$ cat src/rtl/fifo_uart_tx.sv
// fifo_uart_tx: pops bytes from a synchronous byte FIFO and sends each one as a
// UART frame: 1 start bit, 8 data bits LSB first, optional even parity, 1 stop bit.
module fifo_uart_tx #(
    parameter int unsigned CLKS_PER_BIT = 16,
    parameter bit          PARITY_EN    = 1'b0
) (
    input  logic       clk,
    input  logic       reset,
    input  logic       fifo_empty,
    input  logic [7:0] fifo_data,
    output logic       fifo_rd_en,
    output logic       tx,
    output logic       busy,
    output logic       frame_done
);

    localparam int unsigned CNT_W = $clog2(CLKS_PER_BIT);
    localparam int unsigned BIT_W = 3;
    localparam logic [CNT_W-1:0] BAUD_LAST = CNT_W'(CLKS_PER_BIT - 1);
    localparam logic [BIT_W-1:0] BIT_LAST  = BIT_W'(7);

    typedef enum logic [2:0] {
        S_IDLE,
        S_FETCH,
        S_WAIT,
        S_START,
        S_DATA,
        S_PARITY,
        S_STOP
    } state_t;

    state_t           state;
    state_t           state_next;
    logic [CNT_W-1:0] baud_cnt;
    logic [CNT_W-1:0] baud_cnt_next;
    logic [BIT_W-1:0] bit_cnt;
    logic [BIT_W-1:0] bit_cnt_next;
    logic [7:0]       shift;
    logic [7:0]       shift_next;
    logic             parity;
    logic             parity_next;
    logic             baud_done;
    logic             tx_next;
    logic             rd_en_next;
    logic             busy_next;
    logic             frame_done_next;

    assign baud_done = (baud_cnt == BAUD_LAST);

    // State register
    always_ff @(posedge clk) begin
        if (reset) begin
            state <= S_IDLE;
        end else begin
            state <= state_next;
        end
    end

    // Next-state logic; fifo_empty only matters when deciding in IDLE
    always_comb begin
        state_next = state;
        case (state)
            S_IDLE: begin
                if (!fifo_empty) begin
                    state_next = S_FETCH;
                end
            end
            S_FETCH: state_next = S_WAIT;
            S_WAIT:  state_next = S_START;
            S_START: begin
                if (baud_done) begin
                    state_next = S_DATA;
                end
            end
            S_DATA: begin
                if (baud_done && (bit_cnt == BIT_LAST)) begin
                    state_next = PARITY_EN ? S_PARITY : S_STOP;
                end
            end
            S_PARITY: begin
                if (baud_done) begin
                    state_next = S_STOP;
                end
            end
            S_STOP: begin
                if (baud_done) begin
                    state_next = S_IDLE;
                end
            end
            default: state_next = S_IDLE;
        endcase
    end

    // Baud/bit counters and shift register; byte is captured in WAIT when FIFO data is valid
    always_comb begin
        baud_cnt_next = baud_cnt;
        bit_cnt_next  = bit_cnt;
        shift_next    = shift;
        parity_next   = parity;
        case (state)
            S_WAIT: begin
                shift_next    = fifo_data;
                parity_next   = ^fifo_data;
                baud_cnt_next = '0;
                bit_cnt_next  = '0;
            end
            S_START, S_PARITY, S_STOP: begin
                baud_cnt_next = baud_done ? '0 : baud_cnt + CNT_W'(1);
            end
            S_DATA: begin
                if (baud_done) begin
                    baud_cnt_next = '0;
                    shift_next    = {1'b0, shift[7:1]};
                    bit_cnt_next  = (bit_cnt == BIT_LAST) ? '0 : bit_cnt + BIT_W'(1);
                end else begin
                    baud_cnt_next = baud_cnt + CNT_W'(1);
                end
            end
            default: ;
        endcase
    end

    // Datapath registers
    always_ff @(posedge clk) begin
        if (reset) begin
            baud_cnt <= '0;
            bit_cnt  <= '0;
            shift    <= '0;
            parity   <= 1'b0;
        end else begin
            baud_cnt <= baud_cnt_next;
            bit_cnt  <= bit_cnt_next;
            shift    <= shift_next;
            parity   <= parity_next;
        end
    end

    // Output decode from the upcoming state so registered outputs line up with it
    always_comb begin
        tx_next         = 1'b1;
        rd_en_next      = 1'b0;
        busy_next       = (state_next != S_IDLE);
        frame_done_next = (state == S_STOP) && (state_next == S_IDLE);
        case (state_next)
            S_FETCH:  rd_en_next = 1'b1;
            S_START:  tx_next    = 1'b0;
            S_DATA:   tx_next    = shift_next[0];
            S_PARITY: tx_next    = parity;
            default:  ;
        endcase
    end

    // Output registers
    always_ff @(posedge clk) begin
        if (reset) begin
            tx         <= 1'b1;
            fifo_rd_en <= 1'b0;
            busy       <= 1'b0;
            frame_done <= 1'b0;
        end else begin
            tx         <= tx_next;
            fifo_rd_en <= rd_en_next;
            busy       <= busy_next;
            frame_done <= frame_done_next;
        end
    end

endmodule

$ cat config.mk
export PLATFORM = sky130hd
export DESIGN_NAME = fifo_uart_tx
export DESIGN_NICKNAME = d
export VERILOG_FILES = /design/src/rtl/fifo_uart_tx.sv
export SDC_FILE = /design/constraint.sdc
export NUM_CORES = 1
export LEC_CHECK = 0
export CAP_MARGIN = 40
export CORE_MARGIN = 2
export CORE_UTILIZATION = 40
export CTS_CLUSTER_SIZE = 10
export DETAILED_ROUTE_END_ITERATION = 7
export PLACE_DENSITY_LB_ADDON = 0.12
export SYNTH_ARGS = -nofsm -noshare
export SYNTH_HDL_FRONTEND = slang
export SYNTH_SLANG_ARGS = --single-unit
$ cat constraint.sdc
create_clock -name clk -period 2.16 [get_ports clk]
set_clock_uncertainty 0.2 [all_clocks]
set_input_delay 0.324 -clock clk [delete_from_list [all_inputs] [get_ports clk]]
set_output_delay 0.324 -clock clk [all_outputs]
set_load 0.02 [all_outputs]
**After elaboration in Yosys (flattened, before gate mapping)**

Index checks and enable logic that the tools add are counted.

- Flip-flop bits (word level): 23
- Output and inout port bits: 4
- Logic and storage cells: 50

- Add/sub/neg operators: 2
- Eq/ne operators: 13
- Multiplexer cells: 15
- Reduce and logical (&&, ||, !) cells: 10

Operators with widths:

| cell | count |
|---|---|
| 3-bit two-way mux | 7 |
| 3-bit one-hot mux with 7 select lines | 1 |
| 3-bit == test (second input constant) | 6 |
| 8-bit one-hot mux with 2 select lines | 1 |
| 3-bit by 2-bit == test with 1-bit output (second input constant) | 3 |
| 8-bit two-way mux | 1 |
| 4-bit one-hot mux with 2 select lines | 1 |
| 8-bit parity | 1 |
| 3-bit by 1-bit == test with 1-bit output (second input constant) | 2 |
| 3-bit logical NOT | 2 |
| 3-bit one-hot mux with 2 select lines | 1 |
| 4-bit by 1-bit adder with 4-bit output (second input constant) | 1 |
| 4-bit == test (second input constant) | 1 |
| 4-bit two-way mux | 1 |
| 2-bit nonzero test | 2 |
| 4-bit OR reduction | 1 |
| 3-bit by 1-bit adder with 3-bit output (second input constant) | 1 |
| 1-bit one-hot mux with 3 select lines | 1 |
| 3-bit nonzero test | 1 |
| 1-bit logical AND | 2 |
| 2-bit inequality test (second input constant) | 1 |
| 2-bit AND reduction | 1 |
| 1-bit two-way mux | 1 |

**Logic depth before layout (Yosys ltp)**

Gate-level depths: netlist of run 1.

- Depth in word-level cells: 6
- Depth in mapped cells: 7

**Least setup slack after synthesis of run 1**

Ideal clock, no wire load.

- Path kind: reg-to-reg
- Start point: register baud_cnt[0]
- End point: register tx
- Setup time: 0.125 ns
- Data arrival time: 1.521 ns
- Path slack: 0.314 ns
- Stages on the path, launching flop included: 7
- Buffers on the path: 1
- Period minus slack after synthesis: 1.846 ns
- Cell sequence: dfxtp_1 -> ha_1 -> and3_4 -> buf_6 -> a32o_1 -> a2111oi_2 -> nor2_1

- Longest elaborated chain between the ends: 6
- Elaborated cells between the ends (all ways): 13

Ends and longest elaborated chain:

| item | RTL line | RTL |
|---|---|---|
| from (decl) | 34 | `logic [CNT_W-1:0] baud_cnt;` |
| from (signal assigned) | 131 | `baud_cnt <= baud_cnt_next;` |
| 4-bit == test (*) | 48 | `assign baud_done = (baud_cnt == BAUD_LAST);` |
| 1-bit logical AND | 76 | `if (baud_done && (bit_cnt == BIT_LAST)) begin` |
| 3-bit two-way mux | 76 |  |
| 3-bit one-hot mux with 7 select lines | 62 | `case (state)` |
| 3-bit == test / 3-bit by 2-bit == test with 1-bit output (equally long branches) | 144 | `case (state_next)` |
| 1-bit one-hot mux with 3 select lines (*) | 144 |  |
| to (signal assigned) | 161 | `tx <= tx_next;` |
| to (decl) | 12 | `output logic tx,` |

Mark *: on every way between the ends. The rest lies on a longest branch, timed or not. The select of a mux whose other input is x is not followed.
A chain may end at the register's enable or synchronous reset.

**Worst setup path after layout of run 1**

- Start point: register baud_cnt[0]
- End point: register bit_cnt[1]

- Longest elaborated chain between the ends: 3

Ends and longest elaborated chain:

| item | RTL line | RTL |
|---|---|---|
| 4-bit == test | 48 |  |
| 2-bit inequality test (no line) | - |  |
| 2-bit AND reduction (no line) | - |  |
| to (signal assigned) | 132 | `bit_cnt <= bit_cnt_next;` |
| to (decl) | 36 | `logic [BIT_W-1:0] bit_cnt;` |

No other way between the ends.

==> run metrics, run 1 <==
hold path startpoint=shift[6]$_SDFFE_PP0P_; detailed-route wire length per cell=14.0 um; crit path DAT=1920 ps; Area Growth Syn to Fin=17.5%; startpoint types=register; Post-CTS Setup Inserts=0; grt ovf=0; layout cell share with drive strength beyond 1=0.128; Core Region=2980 um2; first-pass GRT wire length=4600 um; Max-slew headroom=0.698; DR iter-0 viols=53; clock slew at reported path FFs=130 ps; setup ws final=279 ps; CP required=2200 ps; setup violators final=0; First-pass DRT Iterations=6; cts hold-fix bufs=0; fillcell total=303; Mean Syn Cell Area=8.70 um2; Yosys cell types=40; # IOs=15; commonest non-fill, non-tap cell in the layout=dfxtp_1; Port-buffer cells=14; Slew Viols, Final=0; Vias/cell=5.74; drt drc=0; Hold Path Class=reg -> reg; top cell type's share of synthesized area=0.378; met2 routed WL=1270 um; Largest delay share family, worst path=simple AND/OR/NAND/NOR gates; CP max stage delay=370 ps; Tmin final=1880 ps; Met3 Wirelength=91 um; slowest CP cell=or3b_1; Yosys reg bits=23; GRT Overall Usage=0.170; CP endpoint kind=register; Die Area=3500 um2; diode count=0; fmax=532 MHz; drt total wl=2640 um; Ys Warns=0; WHS Endpoint=shift[6]$_SDFFE_PP0P_; post-route ant nets=0; main area contributors after synthesis=dfxtp_1 38%, a22oi_1 6.2%, a21oi_1 5.8%, xnor2_1 5.0%, nor2_1 4.9%; CTS tree=yes; CP cell instances=ha_1 -> and3_4 -> and2_4 -> or3b_1 -> a21oi_1; area of the mapped netlist=1220 um2; Final Instance Count excl. Fillers=189; largest area contributor in the netlist=dfxtp_1; largest net degree at the start of global routing=15; Post-synth EDFFs=0; gp weighted congestion=0.802; worst path buffer plus inverter count=0; vias in the first global route=996; post-detail-place hpwl=1980 um; Setup CP Type=reg -> reg; CTS sink cnt=23; Power Density=574 nW/um2; chip width=59.2 um; flop2flop setup slack=280 ps; Register-to-Register Path Depth=5; Top FF cell, synth=dfxtp_1; Leak=0.484 nW; fin nets=171; via count=1085; worst slew pin tran=452 ps; htree depth=1; CTS Buf Count=3; register area=460 um2; RSZ-0062 raised after global routing=false; WL met1=1250 um; status=completed; CTS max path bufs=2; area occupied by multi-input gates=693 um2; FP Rows=20; final period utilization=0.871; initial core utilization=0.409; reg-to-reg critical path startpoint=baud_cnt[0]$_SDFFE_PP0P_; initial antenna violation count=0; Fin. Hold Viols=0; maxcap violations=0; post-route setup TNS=0 ps; r2r endpoint=bit_cnt[1]$_SDFFE_PP0P_; Inst Count DP=185; Design Area, Final=1430 um2; most frequent cells in the layout=23 x dfxtp_1, 16 x nor2_1, 14 x a21oi_1, 14 x clkdlybuf4s50_1, 11 x nand2_1; Placement Setup Slack=299 ps; Area after DPL=1400 um2; asr flop ratio synth=0; clock root cell=clkbuf_4; Post-Synthesis Cells=140; Max Fanout on Critical Path=12; post-cts gate resize count=0; Synthesized Nets=154; hold depth=2; worst skew pair latency=300 ps; VDD IR-drop max=0.272 mV; post-synthesis sequential area ratio=0.378; Pwr Total=0.821 mW; die height=59.2 um; DR top layer=met4
[cells in the mapped netlist (all sizes together), types with 2 or more instances]
library cell	instances
clkbuf	4
nand2	11
nand4b	2
ha	3
a21oi	15
o21ai	5
a2bb2oi	2
nand3	4
nor2	16
dfxtp	23
a211oi	5
xnor2	7
a31oi	2
inv	2
nand3b	2
a22oi	10
nor3b	3
buf	6
[area by class of cell]
| cell class | instances | area share |
|---|---|---|
| clock buffer | 3 | 0.0157 |
| timing repair buffer | 22 | 0.140 |
| tap | 33 | 0.0289 |
| clock inverter | 1 | 0.00350 |
| inverter | 2 | 0.00525 |
| multi-input combinational | 105 | 0.485 |
| sequential | 23 | 0.322 |
[flip-flops by register name, summed over array words and instances, names as in the netlist]
register,cells
baud_cnt,4
bit_cnt,3
fifo_rd_en,1
frame_done,1
tx,1
shift,8
state,3
parity,1
busy,1
[layer usage]
layer	vias up	global-route usage
met5	-	0
met4	0	0.0584
met3	4	0.0306
met2	19	0.275
met1	517	0.229
li1	545	-
[worst max-delay path by stage]
stage	to	depth (start not counted)	start	slack [ps]
floorplan	tx$_SDFF_PP1_	6	baud_cnt[0]$_SDFFE_PP0P_	310
global placement	tx$_SDFF_PP1_	5	baud_cnt[0]$_SDFFE_PP0P_	340
detailed placement	tx$_SDFF_PP1_	5	baud_cnt[0]$_SDFFE_PP0P_	300
CTS	bit_cnt[1]$_SDFFE_PP0P_	5	baud_cnt[0]$_SDFFE_PP0P_	280
global route	bit_cnt[1]$_SDFFE_PP0P_	5	baud_cnt[0]$_SDFFE_PP0P_	150
finish	bit_cnt[1]$_SDFFE_PP0P_	5	baud_cnt[0]$_SDFFE_PP0P_	280
[power breakdown]
group	leakage (nW)	switching (mW)	internal, mW
logic	0.279	0.0761	0.0827
registers	0.187	0.0225	0.446
clock network	0.0177	0.125	0.0690
[through the flow]
step	utilization	hold WS, ps
after floorplan	-	200
after global placement	0.471	245
after detailed placement	0.471	250
after CTS	0.480	268
after global routing	0.480	300
final	0.480	270
[logic make-up after synthesis]
| family | share of synthesized area |
|---|---|
| AND/OR/NAND/NOR | 0.217 |
| buffers and inverters | 0.0524 |
| flip-flops | 0.378 |
| XOR/XNOR | 0.0504 |
| adder cells (fa/ha/maj) | 0.0308 |
| AO/OA/AOI/OAI | 0.271 |
[worst register-to-register path: stages (launching register included)]
cell,delay (ps)
dfxtp_1,360
ha_1,290
and3_4,260
and2_4,190
or3b_1,370
a21oi_1,140
No activity file was read; power rests on OpenSTA's default activity.
==> run 2, diff against run 1 <==
Settings changed: CTS_BUF_LIST set to sky130_fd_sc_hd__clkbuf_8, SKIP_CTS_REPAIR_TIMING set to 1.
==> run 2 against run 1 <==
Compared with the run above:
- final cell count stayed put
- non-clock buffer count stayed put
- maximum frequency is 0.52% higher
- via count is 0.74% higher
- first-iteration DRC count is 7.5% higher
- largest cell class unchanged
- sequential cell count stayed put
- die area stayed put
- clock power is 35% higher
- global-route usage hardly changed
- cell area is 1.3% higher
- sequential share of layout area is 0.42 points lower
==> run metrics, run 2 (synthesis gave the netlist of run 1 again) <==
CTS tree=yes; status=completed; htree depth=1 (unchanged); WHS Endpoint=shift[3]$_SDFFE_PP0P_; critical path launch point=baud_cnt[0]$_SDFFE_PP0P_; DR iter-0 viols=57 (+7.5%); layout cell share with drive strength beyond 1=0.128 (unchanged); post-route ant nets=0 (unchanged); CTS sink cnt=23 (unchanged); diode count=0 (unchanged); Area Growth Syn to Fin=19.0%; FP Rows=20 (unchanged); GRT Overall Usage=0.170 (-0.000455); Power Density=613 nW/um2 (+6.9%); initial antenna violation count=0 (unchanged); clock root cell=clkbuf_8; commonest non-fill, non-tap cell in the layout=dfxtp_1; startpoint types=register; flop2flop setup slack=290 ps (about the same); Die Area=3500 um2 (unchanged); detailed-route wire length per cell=14.1 um (+0.72%); Pwr Total=0.889 mW (+8.3%); setup violators final=0 (unchanged); RSZ-0062 raised after global routing=false; Largest register FFs=8 (unchanged); Setup CP Type=reg -> reg; Slew Viols, Final=0 (unchanged); chip width=59.2 um (unchanged); Leak=0.492 nW (+1.6%); Vias/cell=5.78 (+0.74%); drt total wl=2660 um (+0.72%); hold path startpoint=shift[3]$_SDFFE_PP0P_; first-pass GRT wire length=4580 um (-0.30%); crit path DAT=1860 ps (-60 ps); initial core utilization=0.409 (unchanged); clock slew at reported path FFs=80 ps (-50 ps); Core Region=2980 um2 (unchanged); drt drc=0 (unchanged); Biggest register=shift; CP endpoint kind=register; Fin. Hold Viols=0 (unchanged); grt ovf=0 (unchanged); gp weighted congestion=0.802 (unchanged); CTS max path bufs=2 (unchanged); Largest regs=shift x8, baud_cnt x4; reg-to-reg critical path startpoint=baud_cnt[0]$_SDFFE_PP0P_; vias in the first global route=997 (+0.10%); via count=1093 (+0.74%); fillcell total=299 (-1.3%); Max Fanout on Critical Path=12 (unchanged); Max-slew headroom=0.701 (+0.00265); largest net degree at the start of global routing=15 (unchanged); Hold Path Class=reg -> reg; area occupied by multi-input gates=693 um2 (unchanged); VDD IR-drop max=0.293 mV (+7.7%); Register-to-Register Path Depth=5 (unchanged); worst skew pair latency=260 ps (-40 ps); post-route setup TNS=0 ps (unchanged); post-detail-place hpwl=1980 um (unchanged); register area=460 um2 (unchanged); Tmin final=1870 ps (-9.77 ps); Port-buffer cells=14 (unchanged); maxcap violations=0 (unchanged); CP required=2150 ps (-50 ps); hold depth=2 (unchanged); r2r endpoint=bit_cnt[1]$_SDFFE_PP0P_; die height=59.2 um (unchanged); most frequent cells in the layout=23 x dfxtp_1, 16 x nor2_1, 14 x a21oi_1, 14 x clkdlybuf4s50_1, 11 x nand2_1; fmax=535 MHz (+0.52%); fin nets=171 (unchanged); worst slew pin tran=448 ps (-3.97 ps); First-pass DRT Iterations=4 (-2); CTS Buf Count=3 (unchanged); final period utilization=0.866 (-0.00452); # IOs=15 (unchanged)
[run 2: metrics by stage]
stage	hold WS [ps]	cell area, um2	util	instances	worst slack (ps)
after floorplan	200	1220	-	140	314
after global placement	245	1400	0.471	185	344
after detailed placement	250	1400	0.471	185	299
after CTS	262	1450	0.487	189	285
after global routing	294	1450	0.487	189	163
final	263	1450	0.487	189	289
[run 2: critical path: stages, from the launching register on]
cell and delay (ps):
dfxtp_1 350, ha_1 290, and3_4 260, and2_4 190
or3b_1 370, a21oi_1 140
[run 2: power by group]
part           internal, mW  leakage [nW]  switching (mW)
Combinational        0.0827         0.279          0.0763
Sequential            0.445         0.187          0.0225
Clock                 0.129        0.0255           0.134
Total                 0.656         0.492           0.232
[run 2: worst max-delay path by stage]
stage	to	slack [ps]	cells after the start
after CTS	bit_cnt[1]$_SDFFE_PP0P_	290	5
final	bit_cnt[1]$_SDFFE_PP0P_	290	5
after global placement	tx$_SDFF_PP1_	340	5
after detailed placement	tx$_SDFF_PP1_	300	5
after global routing	bit_cnt[1]$_SDFFE_PP0P_	160	5
after floorplan	tx$_SDFF_PP1_	310	6
[run 2: layer usage]
| metal | vias to the layer above | GRT usage | part of all wire | wire length [um] |
|---|---|---|---|---|
| met5 | - | 0 | 0 | 0 |
| met4 | 0 | 0.0584 | 0.017 | 45 |
| met3 | 6 | 0.0306 | 0.033 | 87 |
| li1 | 544 | - | - | - |
| met2 | 19 | 0.275 | 0.48 | 1270 |
| met1 | 524 | 0.227 | 0.47 | 1260 |
[run 2: cell type report]
type | instances | area share
multi-input cells | 105 | 0.478
well taps | 33 | 0.0285
repair buffers | 22 | 0.138
clock buffers | 3 | 0.0285
flip-flops and latches | 23 | 0.318
clock inverters | 1 | 0.00345
inverters | 2 | 0.00518
